File: src/rtl/risc8_data_arbiter.sv
`default_nettype none
// ============================================================================
//  Module      : risc8_data_arbiter
//  Description : Shares the single-port data RAM between the risc8 core and a
//                DMA requester. The core has priority and a starvation counter
//                forces a DMA grant. Optional statistics counters are built only
//                when RISC8_ARB_STATS_EN is defined.
//  Revision    : 1.0 - initial release
// ============================================================================
module risc8_data_arbiter #(
    parameter logic [15:0] IO_TOP       = 16'h0060,
    parameter int          STARVE_LIMIT = 4,
    parameter int          STAT_BITS    = 16
) (
    input  logic                 clk,
    input  logic                 reset,
    input  logic [15:0]          core_addr,
    input  logic                 core_wen,
    input  logic                 core_ren,
    input  logic [7:0]           core_wdata,
    output logic [7:0]           core_rdata,
    output logic                 core_stall,
    input  logic                 dma_req,
    input  logic                 dma_we,
    input  logic [15:0]          dma_addr,
    input  logic [7:0]           dma_wdata,
    output logic                 dma_gnt,
    output logic                 dma_err,
    output logic                 dma_rvalid,
    output logic [7:0]           dma_rdata,
    output logic [15:0]          ram_addr,
    output logic                 ram_wen,
    output logic [7:0]           ram_wdata,
    input  logic [7:0]           ram_rdata,
    output logic [STAT_BITS-1:0] stat_dma,
    output logic [STAT_BITS-1:0] stat_stall
);

    localparam int c_CNT_W = (STARVE_LIMIT < 1) ? 1 : $clog2(STARVE_LIMIT + 1);
    localparam logic [c_CNT_W-1:0] c_LIMIT = c_CNT_W'(STARVE_LIMIT);

    logic [c_CNT_W-1:0] r_starve_cnt;
    logic               r_owner_q;
    logic               r_dma_err;
    logic               w_core_ram;
    logic               w_dma_io;
    logic               w_force;
    logic               w_dma_io_gnt;
    logic               w_dma_owns;

    assign w_core_ram = (core_wen | core_ren) & (core_addr >= IO_TOP);
    assign w_dma_io   = dma_addr < IO_TOP;
    assign w_force    = dma_req & (r_starve_cnt == c_LIMIT);

    // Priority: DMA IO reject, forced DMA, core, opportunistic DMA.
    always_comb begin
        w_dma_io_gnt = 1'b0;
        w_dma_owns   = 1'b0;
        core_stall   = 1'b0;
        if (dma_req & w_dma_io) begin
            w_dma_io_gnt = 1'b1;
        end else if (w_force & w_core_ram) begin
            w_dma_owns = 1'b1;
            core_stall = 1'b1;
        end else if (w_core_ram) begin
            w_dma_owns = 1'b0;
        end else if (dma_req) begin
            w_dma_owns = 1'b1;
        end
    end

    assign dma_gnt = w_dma_io_gnt | w_dma_owns;

    always_comb begin
        ram_addr  = core_addr;
        ram_wdata = core_wdata;
        ram_wen   = 1'b0;
        if (w_dma_owns) begin
            ram_addr  = dma_addr;
            ram_wdata = dma_wdata;
            ram_wen   = dma_we;
        end else if (w_core_ram) begin
            ram_wen   = core_wen;
        end
    end

    always_ff @(posedge clk) begin
        if (!reset) begin
            r_starve_cnt <= '0;
            r_owner_q    <= 1'b0;
            r_dma_err    <= 1'b0;
        end else begin
            r_owner_q <= w_dma_owns & ~dma_we;
            r_dma_err <= w_dma_io_gnt;
            if (!dma_req || dma_gnt) begin
                r_starve_cnt <= '0;
            end else if (r_starve_cnt != c_LIMIT) begin
                r_starve_cnt <= r_starve_cnt + 1'b1;
            end
        end
    end

    // Gating with reset drops a read return that is in flight when reset arrives.
    assign dma_rvalid = r_owner_q & reset;
    assign dma_err    = r_dma_err;
    assign dma_rdata  = ram_rdata;
    assign core_rdata = ram_rdata;

`ifdef RISC8_ARB_STATS_EN
    logic [STAT_BITS-1:0] r_stat_dma;
    logic [STAT_BITS-1:0] r_stat_stall;

    always_ff @(posedge clk) begin
        if (!reset) begin
            r_stat_dma   <= '0;
            r_stat_stall <= '0;
        end else begin
            if (w_dma_owns) r_stat_dma   <= r_stat_dma + 1'b1;
            if (core_stall) r_stat_stall <= r_stat_stall + 1'b1;
        end
    end

    assign stat_dma   = r_stat_dma;
    assign stat_stall = r_stat_stall;
`else
    assign stat_dma   = '0;
    assign stat_stall = '0;
`endif

endmodule
`default_nettype wire
File: config.mk
export PLATFORM = sky130hd
export DESIGN_NAME = risc8_data_arbiter
export DESIGN_NICKNAME = d
export VERILOG_FILES = /design/src/rtl/risc8_data_arbiter.sv
export SDC_FILE = /design/constraint.sdc
export NUM_CORES = 1
export LEC_CHECK = 0
export ABC_AREA = 0
export CAP_MARGIN = 15
export CORE_MARGIN = 1.5
export CORE_UTILIZATION = 28
export DETAILED_ROUTE_END_ITERATION = 6
export GPL_ROUTABILITY_DRIVEN = 0
export PLACE_DENSITY_LB_ADDON = 0.3
export SLEW_MARGIN = 5
export SYNTH_ARGS = -nofsm -noshare
export SYNTH_HDL_FRONTEND = slang
export SYNTH_SLANG_ARGS = --single-unit
File: constraint.sdc
create_clock -name clk -period 4.4 [get_ports clk]
set_input_delay 0.66 -clock clk [delete_from_list [all_inputs] [get_ports clk]]
set_output_delay 0.66 -clock clk [all_outputs]
set_load 0.05 [all_outputs]
==> flow_summary_export.csv, run 1 <==
group,metric,value,unit
cts,cts_buffers,3,
power_and_ir_drop,p_per_area,223.4,nW/um^2
setup_path,startpoint,"dma_addr[10]",
routing,drt-total-wl,2703,microns
cts,clkTransAtPathRegs,0.03,ns
logic_synthesis,yosysSeqAreaShare,0.09379,
setup_path,crit_required,3.74,ns
logic_synthesis,synth_cell_type_count,28,
setup_path,regToRegStartpoint,"r_starve_cnt[1]",
min_path,holdPathStages,1,
place,port_buffers,82,
logic_synthesis,synth-edff-count,0,
final_layout,fill_cells,381,
setup_path,start_kind,"input port",
global_routing,antenna_found_initial,0,
sta,hold_viol,0,
routing,vias_per_cell,4.116,
sta,tightest_slew,0.5046,ns
final_layout,final_area,1677,sq um
setup_path,rrSetupSlack,2.76,ns
cts,cts_buffer_depth,2,
cts,cts_resized,0,
logic_synthesis,netlist_area,1067,sq um
logic_synthesis,yosysTopAreaCell,"buf_4",
routing,drtIter0Drc,23,
sta,min_period_over_period,0.8583,
min_path,hold_start,"r_starve_cnt[0]",
floorplanning,fp.dieH,64.74,microns
sta,skew,0.004041,ns
logic_synthesis,async_flop_share,0,
setup_path,critical_path_class,"input port to output pin",
floorplanning,die_w,64.74,microns
cts,cts_setup_buffers,0,
final_layout,area_delta_synth_final,57.09,%
floorplanning,die-area,4191,sq um
floorplanning,ios,139,
setup_path,reg2regPathDepth,6,
floorplanning,coreArea,3661,sq um
final_layout,diodes,0,
power_and_ir_drop,finalPower,0.3746,mW
logic_synthesis,yosysTopAreaCellShare,0.3376,
logic_synthesis,synth_common_cells,"48 x buf_4, 19 x mux2_4, 5 x dfxtp_1, 5 x mux2_2, 5 x nand2_1",
final_layout,multiInputGateArea,694.4,sq um
sta,finalMaxSlewViolations,0,
final_layout,utilization,0.4580,
setup_path,r2r-end,"r_starve_cnt[2]",
setup_path,path_max_fanout,4,
sta,fin_crit,3.777,ns
sta,setup_violations,0,
cts,clock_latency,0.22,ns
final_layout,final_nets,250,
sta,finalSetupTns,0,ns
global_routing,track_usage,0.1220,
logic_synthesis,synth_area_per_cell,9.122,sq um
setup_path,cp_data_arrival_time,3.12,ns
place,placed_area,1632,sq um
power_and_ir_drop,ir_drop,0.0001030,V
place,dp_hpwl,2468,microns
min_path,hold_end,"r_starve_cnt[0]",
global_routing,grt_pass1_wl,4064,microns
logic_synthesis,syn_inst,117,
global_routing,grt_pass1_vias,978,
power_and_ir_drop,p_leak,0.7376,nW
sta,rsz0062_at_grt,"false",
min_path,hp-class,"register to register",
cts,cts-root-buf,"clkbuf_8",
cts,clock-sinks,5,
sta,clock.fmax,0.2648,GHz
routing,antenna_left,0,
logic_synthesis,synth_top_flop_cell,"dfxtp_1",
setup_path,cp-end-kind,"output pin",
global_routing,gr-total-overflow,0,
global_routing,grt_max_degree,21,
routing,avgRoutedWirePerCell,11.60,microns
logic_synthesis,synth_warnings,0,
routing,dr.pass1.iters,3,
flow_run,drv_cap,0,
floorplanning,fp-row-count,22,
cts,cts_tree,"done",
sta,max-slew-margin-rel,0.6620,
floorplanning,initial_core_util,0.2915,
final_layout,regArea,100.1,sq um
logic_synthesis,synth.most_common_cell,"buf_4",
cts,cts_hold_buf,0,
routing,num_vias,959,
logic_synthesis,yosys-top-cells-area,"buf_4 34%, mux2_4 27%, dfxtp_1 9.4%",
logic_synthesis,ys_seq_elements,5,
cts,cts.htree.levels,1,
run_status,status,"finished, final reports clean",
routing,drc,0,
final_layout,drive_gt1_frac,0.3027,
-- flip-flops by register name, indices dropped and copies added, names as in the netlist --
name and cells:
dma_err 1, r_starve_cnt 3, r_owner_q 1
-- routing by layer --
layer | track usage | routed length [microns]
met5 | 0 | 0
met4 | 0.02660 | 38
met3 | 0.05903 | 331
met2 | 0.2436 | 1503
met1 | 0.1079 | 831
-- critical path, stage by stage --
cell	delay (ns)
clkdlybuf4s50_1	0.43
or4_4	0.57
or3_1	0.42
a21boi_0	0.20
clkdlybuf4s50_1	0.83
-- final cells by class --
cell class | instances | area share
Timing Repair Buffer | 83 | 0.4567
Multi-Input combinational cell | 90 | 0.4142
Sequential cell | 5 | 0.05970
Tap cell | 48 | 0.03582
Clock buffer | 4 | 0.02687
Inverter | 3 | 0.006716
-- report_power, final --
| part | internal, mW | switching, mW |
|---|---|---|
| sequential | 0.0466 | 0.000601 |
| clock | 0.0621 | 0.0218 |
| combinational | 0.0893 | 0.154 |
| total | 0.198 | 0.177 |
-- through the flow --
step | hold slack (ns) | worst slack [ns] | std cells
2_1_floorplan | 0.4276 | 0.9749 | 148
3_3_place_gp | 0.4520 | 0.6262 | 229
3_5_place_dp | 0.4490 | 0.6212 | 229
4_1_cts | 0.4536 | 0.5989 | 233
5_1_grt | 0.4777 | 0.5333 | 233
6_report | 0.4523 | 0.6234 | 233
-- cell usage in the layout, fill, tap and decap left out, drive strengths merged, types with 2 or more instances in the layout --
master,synthesis,routed
clkbuf,0,4
or3,2,2
inv,3,3
buf,50,26
nand3,3,3
conb,1,32
nand2,5,5
dfxtp,5,5
clkdlybuf4s50,0,57
nor3,4,4
ha,2,2
nor2,4,4
mux2,24,24
-- cell families after synthesis --
group,Yosys count,share of synthesized area
compound gates,8,0.06565
fa+ha+maj,2,0.02344
buf+inv,53,0.3693
flops,5,0.09379
mux,25,0.3294
other cells,1,0.003514
simple gates,23,0.1149
-- how the worst max path moves through the flow --
stage / cells past startpoint / endpoint / slack (ns)
after floorplan: 3 / dma_gnt / 0.97
after global placement: 5 / dma_gnt / 0.63
after detailed placement: 5 / dma_gnt / 0.62
after CTS: 5 / dma_gnt / 0.60
after global routing: 5 / dma_gnt / 0.53
final: 5 / dma_gnt / 0.62
Power figures use the tool's default switching activity.
==> run 2: changes to the inputs <==
--- a/config.mk
+++ b/config.mk
@@ -12,7 +12,7 @@
 export DETAILED_ROUTE_END_ITERATION = 6
 export GPL_ROUTABILITY_DRIVEN = 0
 export PLACE_DENSITY_LB_ADDON = 0.3
-export SLEW_MARGIN = 5
+export SLEW_MARGIN = 20
 export SYNTH_ARGS = -nofsm -noshare
 export SYNTH_HDL_FRONTEND = slang
 export SYNTH_SLANG_ARGS = --single-unit
==> results of run 2 <==
Final layout, timing and power as in run 1 (identical DEF).
